==> config.mk <==
export PLATFORM = sky130hd
export DESIGN_NAME = virtual_camera_pan_flat
export DESIGN_NICKNAME = d
export VERILOG_FILES = /design/src/rtl/virtual_camera_pan_if.sv /design/src/rtl/virtual_camera_pan.sv /design/src/flat_wrapper.sv
export SDC_FILE = /design/constraint.sdc
export NUM_CORES = 1
export LEC_CHECK = 0
export ABC_AREA = 1
export ABC_CLOCK_PERIOD_IN_PS = 2290
export BUFFER_PORTS_ARGS = -buffer_cell sky130_fd_sc_hd__buf_2
export CAP_MARGIN = 30
export CORE_ASPECT_RATIO = 1.4
export CORE_MARGIN = 2
export CORE_UTILIZATION = 30
export DETAILED_ROUTE_END_ITERATION = 12
export GPL_TIMING_DRIVEN = 0
export HOLD_SLACK_MARGIN = 0.06
export SETUP_SLACK_MARGIN = 0.02
export SLEW_MARGIN = 20
export SYNTH_ARGS = -nofsm -noshare
export SYNTH_HDL_FRONTEND = slang
export SYNTH_SLANG_ARGS = --single-unit
==> constraint.sdc <==
create_clock -name clk -period 2.29 [get_ports clk]
set_input_delay 0.229 -clock clk [delete_from_list [all_inputs] [get_ports clk]]
set_output_delay 0.229 -clock clk [all_outputs]
set_load 0.02 [all_outputs]
==> src/rtl/virtual_camera_pan_if.sv <==
// Request/offset bundle between a button front end and the camera pan block.
// W here must match the W of the virtual_camera_pan instance it connects to.
interface virtual_camera_pan_if #(
  parameter int unsigned W = 11
);
  logic         left;
  logic         right;
  logic         up;
  logic         down;
  logic         fast;
  logic         recenter;
  logic [W-1:0] x_offset;
  logic [W-1:0] y_offset;
  logic [3:0]   limit;
  logic         moved;

  modport master (
    output left, right, up, down, fast, recenter,
    input  x_offset, y_offset, limit, moved
  );

  modport slave (
    input  left, right, up, down, fast, recenter,
    output x_offset, y_offset, limit, moved
  );
endinterface

==> src/rtl/virtual_camera_pan.sv <==
// Two-axis camera pan: per-axis step / hold-delay / auto-repeat FSMs driving
// saturating offset registers, with recenter, bound flags and a moved strobe.
module virtual_camera_pan #(
  parameter int unsigned W             = 11,
  parameter int unsigned X_INIT        = 300,
  parameter int unsigned Y_INIT        = 300,
  parameter int unsigned X_MIN         = 0,
  parameter int unsigned X_MAX         = 1023,
  parameter int unsigned Y_MIN         = 0,
  parameter int unsigned Y_MAX         = 767,
  parameter int unsigned STEP          = 1,
  parameter int unsigned FAST_STEP     = 8,
  parameter int unsigned HOLD_CYCLES   = 25000000,
  parameter int unsigned REPEAT_CYCLES = 2500000
) (
  input  logic                  clk,
  input  logic                  rst_n,
  virtual_camera_pan_if.slave   cam_if
);

  localparam int unsigned CMAX = (HOLD_CYCLES > REPEAT_CYCLES) ? HOLD_CYCLES : REPEAT_CYCLES;
  localparam int unsigned CW   = (CMAX > 1) ? $clog2(CMAX) : 1;

  localparam logic [CW-1:0] HOLD_LAST   = CW'(HOLD_CYCLES - 1);
  localparam logic [CW-1:0] REPEAT_LAST = CW'(REPEAT_CYCLES - 1);

  // Index 0 is the x axis, index 1 the y axis.
  localparam logic [W-1:0] AX_INIT [2] = '{W'(X_INIT), W'(Y_INIT)};
  localparam logic [W-1:0] AX_MIN  [2] = '{W'(X_MIN),  W'(Y_MIN)};
  localparam logic [W-1:0] AX_MAX  [2] = '{W'(X_MAX),  W'(Y_MAX)};

  typedef enum logic [1:0] {
    ST_IDLE,
    ST_DELAY,
    ST_REPEAT
  } axis_state_e;

  axis_state_e   state_q [2];
  axis_state_e   state_d [2];
  logic [CW-1:0] cnt_q   [2];
  logic [CW-1:0] cnt_d   [2];
  logic [W-1:0]  off_q   [2];
  logic [W-1:0]  off_d   [2];
  logic [1:0]    dir_q;
  logic [1:0]    dir_d;
  logic          moved_q;
  logic          moved_d;

  logic [1:0]    req_neg;
  logic [1:0]    req_pos;
  logic [1:0]    step_en;
  logic [W-1:0]  step_sz;

  assign req_neg = {cam_if.up,   cam_if.left};
  assign req_pos = {cam_if.down, cam_if.right};
  assign step_sz = cam_if.fast ? W'(FAST_STEP) : W'(STEP);

  // One extra bit keeps the borrow/carry so the result clamps instead of wrapping.
  function automatic logic [W-1:0] step_val(
    input logic [W-1:0] off,
    input logic [W-1:0] sz,
    input logic         pos,
    input logic [W-1:0] lo,
    input logic [W-1:0] hi
  );
    logic [W:0]   t;
    logic [W-1:0] r;
    if (pos) begin
      t = {1'b0, off} + {1'b0, sz};
      r = (t > {1'b0, hi}) ? hi : t[W-1:0];
    end else begin
      t = {1'b0, off} - {1'b0, sz};
      r = (t[W] || (t[W-1:0] < lo)) ? lo : t[W-1:0];
    end
    step_val = r;
  endfunction

  always_comb begin
    for (int unsigned a = 0; a < 2; a++) begin
      state_d[a] = state_q[a];
      cnt_d[a]   = cnt_q[a];
      dir_d[a]   = dir_q[a];
      off_d[a]   = off_q[a];
      step_en[a] = 1'b0;

      if (req_neg[a] == req_pos[a]) begin
        state_d[a] = ST_IDLE;
        cnt_d[a]   = '0;
      end else if ((state_q[a] == ST_IDLE) || (req_pos[a] != dir_q[a])) begin
        step_en[a] = 1'b1;
        dir_d[a]   = req_pos[a];
        cnt_d[a]   = '0;
        state_d[a] = ST_DELAY;
      end else if (state_q[a] == ST_DELAY) begin
        if (cnt_q[a] == HOLD_LAST) begin
          step_en[a] = 1'b1;
          cnt_d[a]   = '0;
          state_d[a] = ST_REPEAT;
        end else begin
          cnt_d[a] = cnt_q[a] + CW'(1);
        end
      end else begin
        if (cnt_q[a] == REPEAT_LAST) begin
          step_en[a] = 1'b1;
          cnt_d[a]   = '0;
        end else begin
          cnt_d[a] = cnt_q[a] + CW'(1);
        end
      end

      if (step_en[a]) begin
        off_d[a] = step_val(off_q[a], step_sz, dir_d[a], AX_MIN[a], AX_MAX[a]);
      end

      if (cam_if.recenter) begin
        off_d[a]   = AX_INIT[a];
        state_d[a] = ST_IDLE;
        cnt_d[a]   = '0;
      end
    end

    moved_d = (off_d[0] != off_q[0]) || (off_d[1] != off_q[1]);
  end

  always_ff @(posedge clk or negedge rst_n) begin
    if (!rst_n) begin
      for (int unsigned a = 0; a < 2; a++) begin
        state_q[a] <= ST_IDLE;
        cnt_q[a]   <= '0;
        off_q[a]   <= AX_INIT[a];
      end
      dir_q   <= '0;
      moved_q <= 1'b0;
    end else begin
      for (int unsigned a = 0; a < 2; a++) begin
        state_q[a] <= state_d[a];
        cnt_q[a]   <= cnt_d[a];
        off_q[a]   <= off_d[a];
      end
      dir_q   <= dir_d;
      moved_q <= moved_d;
    end
  end

  assign cam_if.x_offset = off_q[0];
  assign cam_if.y_offset = off_q[1];
  assign cam_if.moved    = moved_q;
  assign cam_if.limit    = {off_q[1] == AX_MAX[1], off_q[1] == AX_MIN[1],
                            off_q[0] == AX_MAX[0], off_q[0] == AX_MIN[0]};

endmodule
==> src/flat_wrapper.sv <==
// flat-port wrapper written by rule: the top's interface ports become plain ports
module virtual_camera_pan_flat 
#(
  parameter int unsigned W             = 11,
  parameter int unsigned X_INIT        = 300,
  parameter int unsigned Y_INIT        = 300,
  parameter int unsigned X_MIN         = 0,
  parameter int unsigned X_MAX         = 1023,
  parameter int unsigned Y_MIN         = 0,
  parameter int unsigned Y_MAX         = 767,
  parameter int unsigned STEP          = 1,
  parameter int unsigned FAST_STEP     = 8,
  parameter int unsigned HOLD_CYCLES   = 25000000,
  parameter int unsigned REPEAT_CYCLES = 2500000
)
  (clk, rst_n, cam_if_left, cam_if_right, cam_if_up, cam_if_down, cam_if_fast, cam_if_recenter, cam_if_x_offset, cam_if_y_offset, cam_if_limit, cam_if_moved);
  virtual_camera_pan_if #(.W(W)) cam_if_i ();
  input  logic clk;
  input  logic rst_n;
  input wire logic [$bits(cam_if_i.left)-1:0] cam_if_left;
  input wire logic [$bits(cam_if_i.right)-1:0] cam_if_right;
  input wire logic [$bits(cam_if_i.up)-1:0] cam_if_up;
  input wire logic [$bits(cam_if_i.down)-1:0] cam_if_down;
  input wire logic [$bits(cam_if_i.fast)-1:0] cam_if_fast;
  input wire logic [$bits(cam_if_i.recenter)-1:0] cam_if_recenter;
  output wire logic [$bits(cam_if_i.x_offset)-1:0] cam_if_x_offset;
  output wire logic [$bits(cam_if_i.y_offset)-1:0] cam_if_y_offset;
  output wire logic [$bits(cam_if_i.limit)-1:0] cam_if_limit;
  output wire logic [$bits(cam_if_i.moved)-1:0] cam_if_moved;
  assign cam_if_i.left = cam_if_left;
  assign cam_if_i.right = cam_if_right;
  assign cam_if_i.up = cam_if_up;
  assign cam_if_i.down = cam_if_down;
  assign cam_if_i.fast = cam_if_fast;
  assign cam_if_i.recenter = cam_if_recenter;
  assign cam_if_x_offset = cam_if_i.x_offset;
  assign cam_if_y_offset = cam_if_i.y_offset;
  assign cam_if_limit = cam_if_i.limit;
  assign cam_if_moved = cam_if_i.moved;
  virtual_camera_pan #(.W(W), .X_INIT(X_INIT), .Y_INIT(Y_INIT), .X_MIN(X_MIN), .X_MAX(X_MAX), .Y_MIN(Y_MIN), .Y_MAX(Y_MAX), .STEP(STEP), .FAST_STEP(FAST_STEP), .HOLD_CYCLES(HOLD_CYCLES), .REPEAT_CYCLES(REPEAT_CYCLES)) u_core (.clk(clk), .rst_n(rst_n), .cam_if(cam_if_i));
endmodule
### After elaboration in Yosys (flattened, before gate mapping)

Index checks and enable logic that the tools add are counted.

| cells by class | value |
|---|---|
| equality and inequality tests | 14 |
| magnitude comparators | 4 |
| reductions and logical operators | 15 |
| add/sub/neg operators | 6 |
| muxes and demuxes | 47 |

Operators by type and width:

| kind | count |
|---|---|
| two-way mux 25 bit | 12 |
| two-way mux 11 bit | 10 |
| adder 25 x 1 -> 25 bit (second input constant) | 2 |
| equality test 25 x 22 -> 1 bit (second input constant) | 2 |
| equality test 25 bit (second input constant) | 2 |
| adder 11 x 11 -> 12 bit | 2 |
| > comparator 12 x 10 -> 1 bit (second input constant) | 2 |
| subtractor 11 x 11 -> 12 bit | 2 |
| equality test 11 x 10 -> 1 bit (second input constant) | 2 |
| logical NOT 11 bit | 2 |
| < comparator 11 x 1 -> 1 bit (second input constant) | 2 |
| inequality test 11 bit | 2 |
| two-way mux 2 bit | 10 |
| nonzero test 4 bit | 4 |
| two-way mux 1 bit | 14 |
| logical OR 1 bit | 5 |
| equality test 2 x 1 -> 1 bit (second input constant) | 2 |
| logical NOT 2 bit | 2 |
| two-way mux 4 bit | 1 |
| AND reduction 2 bit | 2 |
| equality test 1 bit | 2 |
| inequality test 1 bit | 2 |

| word-level totals | value |
|---|---|
| input port bits | 8 |
| bits in registers | 79 |
| output and inout port bits | 27 |
| logic and storage cells | 94 |

### Logic depth before layout (Yosys ltp)

Gate-level depths: netlist of the first run.

| depth | value |
|---|---|
| word-level depth | 10 |
| gate-level depth with buffers | 20 |
| mapped depth without buffers | 20 |

### Worst setup path before layout of the first run

No wires, ideal clock.

| path | value |
|---|---|
| path type | register -> register |
| start | reg u_core.off_q (netlist bit u_core.cam_if.y_offset[3]) |
| end | reg u_core.moved_q (netlist: u_core.cam_if.moved) |
| stages on the path, launching flop included | 18 |
| library setup time | 0.125 ns |
| data required time | 2.165 ns |
| period minus slack after synthesis | 2.359 ns |
| buffers on the path | 0 |
| slack | -0.069 ns |
| arrival time | 2.234 ns |
| cell sequence | dfstp_2 -> ha_1 -> inv_1 -> nand2_1 -> o21ai_2 -> nand3_1 -> nand2_1 -> nand2_2 -> nand2_1 -> nand2_2 -> nand2_1 -> nand2_1 -> nand2_1 -> nand2_1 -> nor2_1 -> nand2_1 -> nor2_1 -> nand3_1 |

| between the ends | value |
|---|---|
| longest elaborated chain between the ends | 9 |
| elaborated cells on any way between the ends | 12 |

RTL lines:

| what | RTL line | text |
|---|---|---|
| start, declared | virtual_camera_pan.sv:42 | `logic [W-1:0] off_q [2];` |
| start signal, assigned by index | virtual_camera_pan.sv:130 | `off_q[a] <= AX_INIT[a];` |
| start signal, assigned by index | virtual_camera_pan.sv:138 | `off_q[a] <= off_d[a];` |
| subtractor 11 x 11 -> 12 bit | virtual_camera_pan.sv:72 | `t = {1'b0, off} - {1'b0, sz};` |
| < comparator 11 x 1 -> 1 bit | virtual_camera_pan.sv:73 | `r = (t[W] \|\| (t[W-1:0] < lo)) ? lo : t[W-1:0];` |
| logical OR 1 bit | virtual_camera_pan.sv:73 |  |
| two-way mux 11 bit | virtual_camera_pan.sv:73 |  |
| two-way mux 11 bit | virtual_camera_pan.sv:68 | `if (pos) begin` |
| two-way mux 11 bit | virtual_camera_pan.sv:111 | `if (step_en[a]) begin` |
| two-way mux 11 bit | virtual_camera_pan.sv:115 | `if (cam_if.recenter) begin` |
| inequality test 11 bit * | virtual_camera_pan.sv:122 | `moved_d = (off_d[0] != off_q[0]) \|\| (off_d[1] != off_q[1]);` |
| logical OR 1 bit * | virtual_camera_pan.sv:122 |  |
| named net u_core.moved_d | virtual_camera_pan.sv:47 | `logic moved_d;` |
| end signal, assigned | virtual_camera_pan.sv:141 | `moved_q <= moved_d;` |
| end, declared | virtual_camera_pan.sv:46 | `logic moved_q;` |

The timed path passes the listed nets; every way through them passes the cells marked *.
A chain may end at the register's enable or synchronous reset.

==> impl_metrics.csv, run 1 <==
group,metric,value,unit
run_status,outcome,"complete, but fails checks",
run_status,failed_checks,"negative setup slack",
timing,fin_crit,2.50,ns
routing,m1WireLength,7.35,mm
routing,wl_per_cell,14.0,microns
worst_setup_path,path_max_fanout,6,
worst_setup_path,crit_chain,"ha_4, inv_4, nand3_1, nand2_4, nand4_1, nand2_2, nand2_4, nand2_4, nand3_1, nand2_1, nand2_1, nand2_1, nand2_1, nor2_1, nand2_1, nor2_2, nand3_1",
yosys,yosysWarnings,0,
worst_setup_path,required,2.50,ns
routing,drt_wl_total,17.4,mm
worst_setup_path,critical_path.slowest_cell,"dfstp_2",
yosys,syn_area,6070,sq um
worst_setup_path,worstSetupPathType,"reg2reg",
worst_setup_path,crit_cells,17,
timing,slew_headroom,0.514,
cells_and_area,nets,1010,
floorplanning,die_y,172,microns
routing,drt_drc_violations_left,0,
clocking,cts-root-buf,"clkbuf_16",
placement,place_congestion,0.897,
yosys,seq_area_frac_synth,0.327,
clocking,clkTransAtPathRegs,0.07,ns
worst_setup_path,crit_family,"simple AND/OR/NAND/NOR gates",
yosys,yosysUniqueCellTypes,44,
yosys,syn_inst,900,
worst_setup_path,worst_ep_arrival_time,2.71,ns
floorplanning,io_pins,35,
timing,rsz0062_at_grt,"yes",
cells_and_area,diodes,0,
pwr,cellPowerDensity,575,nW/um^2
routing,wl_met2,9.04,mm
yosys,synth_area_leader_cell,"dfrtp_1",
yosys,synth_edf_count,0,
placement,dp.cells,1186,
yosys,synth_area_leaders,"dfrtp_1 (29%), nand2_1 (15%), nor2_1 (8.1%)",
worst_setup_path,max_stage_delay,0.58,ns
clocking,clock-sinks,79,
global_route,grt_pass1_vias,5846,
timing,finalSetupTns,-0.209,ns
global_route,antenna_found_initial,0,
floorplanning,start_util,0.306,
cells_and_area,drive_gt1_frac,0.269,
yosys,syn_nets,922,
floorplanning,rows,61,
yosys,ys.flop_type,"dfrtp_1",
placement,dp_hpwl,12.7,mm
timing,setup_viol,1,
global_route,track_usage,0.161,
timing,max_slew.worst_pin.slew,0.729,ns
global_route,overflow,0,
cells_and_area,fill_cells,2093,
timing,fin_ws,-0.209,ns
floorplanning,die-area,21400,sq um
flow_run,max_cap_violations,0,
worst_setup_path,start_kind,"flop",
clocking,clock_latency,0.34,ns
routing,dr_total_vias,6076,
global_route,grt_pass1_wl,28.1,mm
worst_setup_path,cp_num_buf_inv,1,
routing,ant_nets,0,
clocking,numCtsBuffers,9,
timing,fmax,400,MHz
timing,period_share,1.09,
placement,port_buffers,33,
routing,first_iter_violations,289,
global_route,grt_max_degree,49,
pwr,irDropWorstVdd,0.342,mV
hold_path,hold_class,"in2reg",
cells_and_area,fin_cells,1245,
floorplanning,dieWidth,124,microns
timing,clock_skew,0.00861,ns
hold_path,worst_hold_path.num_cells,2,
yosys,async_reset_ff_frac,1.00,
routing,wl_met3,462,microns
yosys,synth_area_per_cell,6.75,sq um
clocking,cts_tree,"built",
pwr,power.leakage,3.45,nW
routing,vias_per_cell,4.88,
timing,slew_violations,0,
cells_and_area,syn_to_final_growth,26.6,%
clocking,cts_buffer_depth,2,
worst_setup_path,end_kind,"flop",
floorplanning,core_area,19800,sq um
worst_setup_path,crit_path_frequent_cell,"nand2_1",
routing,drt_pass1_iterations,5,
yosys,netlist.area_leader.share,0.293,
clocking,cts_max_level,3,
yosys,ys_ff_latch,79,
routing,dr.max_layer_used,"met4",
timing,hold_viol_final,0,
worst_setup_path,reg2regPathDepth,17,
cell usage in the layout (no fill, tap or decap), types with 11 or more instances in the layout:
cell type and n:
buf_4 43, nor2_2 19, nor3_1 19, buf_2 40, nor2_1 114, nand3_2 16, o21ai_0 23, nor2_4 11
inv_2 16, a21oi_1 29, nand2_1 213, xor2_1 33, inv_1 91, nand3_1 71, dfrtp_1 69, nand2_2 31
nand4_1 22
path summary, 6_finish.rpt:
| check | startpoint | end | slack [ns] |
|---|---|---|---|
| worst max-delay path | u_core.cam_if.x_offset[3] | u_core.cam_if.moved | -0.21 |
| worst min-delay path | cam_if_up | u_core.dir_q[1] | 0.22 |
| worst max register to register | u_core.cam_if.x_offset[3] | u_core.cam_if.moved | -0.21 |
| worst min register to register | u_core.cnt_q[0] | u_core.cnt_q[0] | 0.47 |
| max in group asynchronous | rst_n | u_core.cam_if.y_offset[5] | 1.25 |
| min in group asynchronous | rst_n | u_core.cnt_q[35] | 0.38 |
timing repair:
action / CTS / global route
buffers inserted: 23 / 20
setup endpoints to repair: 19 / 40
hold buffers: 1 / 0
pin swaps: 26 / 41
endpoints found under the hold margin: 31 / 0
resized for setup: 52 / 65
cell families (layout without fill, tap and decap cells):
logic type,count (synthesis),count (layout),synth area share
AO/OA/AOI/OAI,85,85,0.0903
XOR/XNOR,37,37,0.0534
adder cells (fa/ha/maj),14,14,0.0288
buffers and inverters,132,225,0.0878
flip-flops,79,79,0.327
AND/OR/NAND/NOR,553,553,0.413
cell usage after synthesis (4+ instances only):
cell / n
xnor2_1: 4
nor3_1: 22
nand3_1: 84
a21oi_4: 4
nand3_2: 6
buf_2: 9
a21oi_2: 10
dfstp_2: 8
inv_1: 96
nand2_1: 235
nand3b_1: 4
xor2_1: 33
nand2_2: 16
nor4_1: 6
dfrtp_1: 71
o21ai_0: 26
inv_2: 14
nor2_2: 10
ha_1: 14
nor2_1: 131
clkbuf_1: 7
a21oi_1: 29
nor3_2: 5
nand4_1: 22
sequential cells by signal, indices dropped and copies added (netlist names):
| name | count |
|---|---|
| u_core.cam_if.x_offset | 11 |
| u_core.cnt_q | 50 |
| u_core.cam_if.moved | 1 |
| u_core.dir_q | 2 |
| u_core.state_q | 4 |
| u_core.cam_if.y_offset | 11 |
layer usage:
layer,up-vias,GRT usage
met5,-,0
met4,0,0.0747
met3,38,0.0195
met2,122,0.300
met1,2839,0.183
li1,3077,-
metrics by stage:
step	cell area [sq um]	power [mW]	setup WS, ns	utilization	hold WS, ns
finish	7680	4.42	-0.209	0.387	0.219
global route	7680	4.69	-0.385	0.387	0.224
CTS	7280	4.38	-0.143	0.367	0.203
detailed placement	6620	2.73	-0.625	0.333	0.211
global placement	6590	2.72	-0.646	0.332	0.451
floorplan	6110	2.40	0.0217	-	-0.0666
layout make-up:
type / instances / area, sq um / area share
Timing Repair Buffer: 78 / 548 / 0.0713
Tap cell: 252 / 315 / 0.0410
Clock inverter: 7 / 78.8 / 0.0103
Buffer: 20 / 128 / 0.0166
Multi-Input combinational cell: 689 / 3980 / 0.517
Inverter: 111 / 424 / 0.0552
Sequential cell: 79 / 1990 / 0.259
Clock buffer: 9 / 225 / 0.0293
power by group:
group / internal (mW) / switching (mW) / leakage, nW
Clock: 0.859 / 0.637 / 0.144
Sequential: 1.47 / 0.0869 / 1.05
Combinational: 0.504 / 0.865 / 2.26
No activity file was read; power rests on OpenSTA's default activity.
==> run 2, diff against run 1 <==
Settings changed: ABC_CLOCK_PERIOD_IN_PS 2290 to not set, CORE_ASPECT_RATIO 1.4 to 1.2, SLEW_MARGIN 20 to 5.
==> run 2 against run 1 <==
Against the previous run: the flow still finishes with violations (negative setup slack); worst hold slack improved by 0.011 ns; clock-buffer cell count rose by 2; fmax rose by 0.79%; critical path depth rose by 2; global-route usage rose by 0.30 points; via count rose by 0.87%; combinational power fell by 3%; sequential cell count did not move; largest cell class unchanged; die area barely moved.
==> impl_metrics.csv, run 2 (synthesized netlist as in run 1, its figures left out) <==
group,metric,value,unit
run_status,outcome,"complete, but fails checks",
run_status,failed_checks,"negative setup slack",
routing,vias_per_cell,4.89,
placement,port_buffers,33,
cells_and_area,fin_util,0.382,
floorplanning,io_pins,35,
routing,drt_pass1_iterations,5,
clocking,clock_latency,0.35,ns
cells_and_area,drive_gt1_frac,0.259,
worst_setup_path,worst_ep_arrival_time,2.70,ns
worst_setup_path,endpoint,"u_core.cam_if.moved",
global_route,track_usage,0.164,
routing,wl_per_cell,13.8,microns
pwr,cellPowerDensity,572,nW/um^2
cells_and_area,final_area,7660,sq um
clocking,clock-sinks,79,
timing,rsz0062_at_grt,"yes",
worst_setup_path,reg2reg_to,"u_core.cam_if.moved",
timing,clock_skew,0.00906,ns
cells_and_area,layout_common_cells,"nand2_1 (210), nor2_1 (117), inv_1 (93)",
cells_and_area,mostFrequentLayoutCell,"nand2_1",
worst_setup_path,required,2.51,ns
worst_setup_path,end_kind,"flop",
timing,slew_headroom,0.506,
timing,max_slew.worst_pin.slew,0.741,ns
floorplanning,die_y,160,microns
floorplanning,start_util,0.303,
routing,drt_drc_violations_left,0,
clocking,cts_tree,"built",
timing,slew_violations,0,
clocking,clkTransAtPathRegs,0.06,ns
cells_and_area,top_register,"u_core.cnt_q",
cells_and_area,largest_register_ffs,50,
routing,drt_wl_total,17.3,mm
routing,first_iter_violations,318,
global_route,overflow,0,
worst_setup_path,reg2reg_from,"u_core.cam_if.x_offset[3]",
floorplanning,core_area,20000,sq um
worst_setup_path,worstSetupPathType,"reg2reg",
timing,fin_ws,-0.189,ns
timing,fin_crit,2.48,ns
global_route,grt_max_degree,43,
worst_setup_path,start_kind,"flop",
global_route,grt_pass1_vias,5816,
clocking,cts-root-buf,"clkbuf_16",
cells_and_area,syn_to_final_growth,26.1,%
worst_setup_path,crit_start,"u_core.cam_if.x_offset[3]",
global_route,antenna_found_initial,0,
timing,period_share,1.08,
placement,place_congestion,0.884,
pwr,power.leakage,3.42,nW
cells_and_area,diodes,0,
floorplanning,die-area,21400,sq um
timing,setup_viol,2,
floorplanning,rows,57,
floorplanning,dieWidth,134,microns
placement,detailed_place.area,6630,sq um
placement,dp_hpwl,12.7,mm
timing,fmax,403,MHz
worst_setup_path,reg2regPathDepth,19,
pwr,irDropWorstVdd,0.389,mV
clocking,cts_buffer_depth,2,
timing,finalSetupTns,-0.216,ns
routing,dr_total_vias,6129,
worst_setup_path,reg2reg_slack,-0.19,ns
hold_path,worst_hold_path.num_cells,2,
flow_run,max_cap_violations,0,
worst_setup_path,path_max_fanout,5,
routing,ant_nets,0,
global_route,grt_pass1_wl,28.4,mm
timing,hold_viol_final,0,
hold_path,hold_class,"in2reg",
clocking,cts_max_level,3,
cells_and_area,nets,1005,
clocking,numCtsBuffers,9,
## run 2: cell types whose count changed in the layout (fill, tap and decap cells not counted), moves of 3 or more
| cell | before | now |
|---|---|---|
| nor2_1 | 114 | 117 |
| o21ai_1 | 3 | 0 |
| nor2_2 | 19 | 16 |
| ha_2 | 8 | 5 |
| o21ai_0 | 23 | 26 |
| ha_1 | 2 | 5 |
| buf_4 | 43 | 40 |
| nand2_1 | 213 | 210 |
## run 2: report_power, final
part,switching [mW],leakage (nW),internal (mW)
Combinational,0.852,2.22,0.482
Clock,0.618,0.150,0.877
Sequential,0.0854,1.05,1.47
## run 2: per-layer routing
| metal | track usage | vias up | wire length, microns |
|---|---|---|---|
| met2 | 0.289 | 141 | 8660 |
| met4 | 0.0532 | 0 | 354 |
| met5 | 0 | - | 0 |
| met1 | 0.201 | 2906 | 7560 |
| li1 | - | 3059 | - |
| met3 | 0.0308 | 23 | 755 |
## run 2: per-stage QoR
step / hold WS (ns) / power (mW) / setup slack, ns / instances
finish: 0.230 / 4.38 / -0.189 / 1253
CTS: 0.219 / 4.36 / -0.143 / 1236
global route: 0.226 / 4.63 / -0.318 / 1253
floorplan: -0.0666 / 2.40 / 0.0217 / 900
detailed placement: 0.260 / 2.74 / -0.546 / 1199
global placement: 0.449 / 2.72 / -0.535 / 1198
## run 2: repair_timing
| action | in CTS | in global routing |
|---|---|---|
| setup endpoints to repair | 17 | 39 |
| gates cloned | 0 | 1 |
| pin swaps | 18 | 37 |
| buffers inserted | 20 | 17 |
| hold buffers | 1 | 0 |
| gates resized for setup | 30 | 78 |
| hold endpoints to repair | 32 | 0 |
## run 2: worst min path at each step
stage	start	endpoint	slack [ns]
after floorplan	rst_n	u_core.cam_if.moved	-0.07
after global placement	u_core.cnt_q[25]	u_core.cnt_q[25]	0.45
after detailed placement	rst_n	u_core.cnt_q[36]	0.26
after CTS	cam_if_up	u_core.dir_q[1]	0.22
after global routing	cam_if_up	u_core.dir_q[1]	0.23
final	cam_if_up	u_core.dir_q[1]	0.23
## run 2: cell type report
type,count,area (sq um)
tap,265,332
timing repair buffer,73,508
clock inverter,5,57.6
inverter,111,424
fill,2067,12400
sequential,79,1990
clock buffer,11,243
multi-input combinational,689,3980
buffer,20,128
## run 2: worst max-delay path, cell delays in order (launching register included)
cell	delay, ns
dfstp_2	0.58
ha_4	0.24
inv_4	0.08
nand2_2	0.05
nor2_1	0.10
nand2_1	0.07
nand2_2	0.06
nand3b_1	0.16
nand2_4	0.16
nor2_2	0.04
nand2_1	0.09
nand2_1	0.06
nand2_2	0.08
nand2_2	0.06
nand2_2	0.06
nand2_2	0.08
nor2_2	0.10
nand2_1	0.05
nor2_1	0.12
nand3_1	0.11
==> run 3, diff against run 2 <==
Clock period 2.29 ns to 2.2 ns, I/O delays scaled along.
==> run 3 against run 2 <==
Against the previous run: the flow still finishes with violations (negative setup slack); clock skew grew 0.00053 ns; critical endpoint unchanged; sequential power grew 4%; register-to-register slack hardly changed.
==> impl_metrics.csv, run 3 (synthesized netlist as in run 1, its figures left out) <==
group,metric,value,unit
worst_setup_path,critical_path.slowest_cell,"dfstp_2",
global_route,grt_pass1_vias,5853,
global_route,overflow,0,
flow_run,max_cap_violations,0,
worst_setup_path,reg2reg_slack,-0.20,ns
worst_setup_path,max_stage_delay,0.66,ns
global_route,grt_pass1_wl,28.1,mm
cells_and_area,fin_cells,1260,
run_status,failed_checks,"negative setup slack",
global_route,grt_max_degree,64,
pwr,pwr-share-clk,0.353,
timing,slew_violations,0,
floorplanning,rows,57,
pwr,p_switching,1.63,mW
timing,period_share,1.09,
pwr,power.internal,3.04,mW
pwr,cellPowerDensity,603,nW/um^2
pwr,power.leakage,3.48,nW
worst_setup_path,start_kind,"flop",
floorplanning,dieWidth,134,microns
pwr,combPwrFrac,0.301,
placement,dpl_worst_slack,-0.622,ns
timing,whs,0.206,ns
placement,dp.cells,1199,
run_status,outcome,"complete, but fails checks",
cells_and_area,mostFrequentLayoutCell,"nand2_1",
floorplanning,core_area,20000,sq um
global_route,antenna_found_initial,0,
worst_setup_path,end_kind,"flop",
placement,dp_hpwl,12.5,mm
cells_and_area,fin_util,0.387,
clocking,cts_buffer_depth,2,
cells_and_area,top_register,"u_core.cnt_q",
worst_setup_path,reg2regPathDepth,17,
global_route,track_usage,0.162,
pwr,irDropWorstVdd,0.359,mV
clocking,cts-root-buf,"clkbuf_16",
placement,place_congestion,0.944,
floorplanning,die_y,160,microns
worst_setup_path,path_max_fanout,10,
worst_setup_path,required,2.43,ns
routing,first_iter_violations,314,
clocking,clkTransAtPathRegs,0.06,ns
timing,rsz0062_at_grt,"yes",
hold_path,hold_class,"in2reg",
worst_setup_path,worstSetupPathType,"reg2reg",
clocking,cts_tree,"built",
cells_and_area,diodes,0,
floorplanning,die-area,21400,sq um
cells_and_area,layout_common_cells,"nand2_1 (213), nor2_1 (111), inv_1 (89)",
routing,drt_wl_total,17.1,mm
hold_path,worst_hold_path.num_cells,2,
routing,vias_per_cell,4.82,
clocking,cts_max_level,3,
clocking,clock_latency,0.35,ns
routing,drt_drc_violations_left,0,
floorplanning,start_util,0.303,
timing,clock_skew,0.00959,ns
pwr,p_seq_frac,0.346,
clocking,numCtsBuffers,9,
pwr,swShare,0.350,
worst_setup_path,crit_chain,"nand2_1, nor2_1, nand2_1, nand2_1, nand2_1, nor3_1, nor2_1, nand2_1, nand2_1, nand2_2, nand2_2, nand2_1, nand2_1, nor2_2, nand2_1, nor2_2, nand3_2",
cells_and_area,syn_to_final_growth,27.6,%
clocking,clock-sinks,79,
timing,hold_viol_final,0,
routing,wl_per_cell,13.6,microns
timing,fmax,416,MHz
placement,port_buffers,33,
floorplanning,io_pins,35,
timing,fin_ws,-0.202,ns
routing,drt_pass1_iterations,5,
cells_and_area,nets,1012,
timing,slew_headroom,0.572,
worst_setup_path,worst_ep_arrival_time,2.63,ns
timing,setup_viol,2,
routing,dr_total_vias,6078,
timing,max_slew.worst_pin.slew,0.642,ns
worst_setup_path,crit_path_frequent_cell,"nand2_1",
cells_and_area,drive_gt1_frac,0.277,
cells_and_area,fill_cells,2101,
routing,ant_nets,0,
timing,fin_crit,2.40,ns
cells_and_area,largest_register_ffs,50,
## run 3: cell types whose count changed in the layout (fill, tap and decap cells not counted), sizes merged
cell	change
bufinv	+1
buf	+8
clkbuf	-2
clkinvlp	+3
clkinv	-3
## run 3: worst paths after layout
kind / start / end
max: u_core.cam_if.x_offset[2] / u_core.cam_if.moved
min: cam_if_up / u_core.dir_q[1]
max reg2reg: u_core.cam_if.x_offset[2] / u_core.cam_if.moved
min reg2reg: u_core.cnt_q[0] / u_core.cnt_q[0]
max in group asynchronous: rst_n / u_core.cam_if.y_offset[5]
min in group asynchronous: rst_n / u_core.cnt_q[40]
## run 3: what timing repair did
| item | in CTS | in global routing |
|---|---|---|
| setup endpoints to repair | 25 | 33 |
| pin swaps | 35 | 38 |
| hold buffers | 1 | 0 |
| cloned | 0 | 0 |
| resized for setup | 56 | 63 |
| endpoints found under the hold margin | 16 | 0 |
| buffers inserted | 22 | 23 |
## run 3: through the flow
| step | instance area [sq um] | power (mW) | TNS (ns) |
|---|---|---|---|
| after CTS | 7350 | 4.64 | -0.196 |
| after global placement | 6620 | 2.84 | -7.65 |
| final | 7750 | 4.67 | -0.202 |
| after floorplan | 6130 | 2.51 | -0.0177 |
| after detailed placement | 6650 | 2.85 | -8.25 |
| after global routing | 7750 | 4.94 | -1.07 |
## run 3: power groups by stage
stage	registers [mW]	clock network (mW)	logic [mW]
2_1_floorplan	1.67	0	0.837
3_3_place_gp	1.64	0	1.20
3_5_place_dp	1.64	0	1.21
4_1_cts	1.61	1.68	1.35
5_1_grt	1.62	1.75	1.56
6_report	1.61	1.65	1.41
## run 3: layout make-up
| cell class | instances | area (sq um) | share of cell area |
|---|---|---|---|
| multi-input cells | 689 | 4000 | 0.517 |
| flip-flops and latches | 79 | 1990 | 0.257 |
| repair buffers | 80 | 547 | 0.0706 |
| inverters | 111 | 428 | 0.0552 |
| well taps | 265 | 332 | 0.0428 |
| clock buffers | 10 | 229 | 0.0296 |
| plain buffers | 20 | 128 | 0.0165 |
| clock inverters | 6 | 92.6 | 0.0120 |
## run 3: critical path, delay by kind of cell, from the launching register on
| kind | cells | cell delay [ns] |
|---|---|---|
| flip-flops | 1 | 0.66 |
| AND/OR/NAND/NOR | 17 | 1.62 |
## run 3: routing by layer
layer | share of wire | wire, microns | global-route usage | vias to the layer above
li1 | - | - | - | 3087
met1 | 0.45 | 7790 | 0.205 | 2832
met2 | 0.49 | 8310 | 0.274 | 130
met3 | 0.038 | 651 | 0.0302 | 29
met4 | 0.022 | 376 | 0.0609 | 0
met5 | 0 | 0 | 0 | -
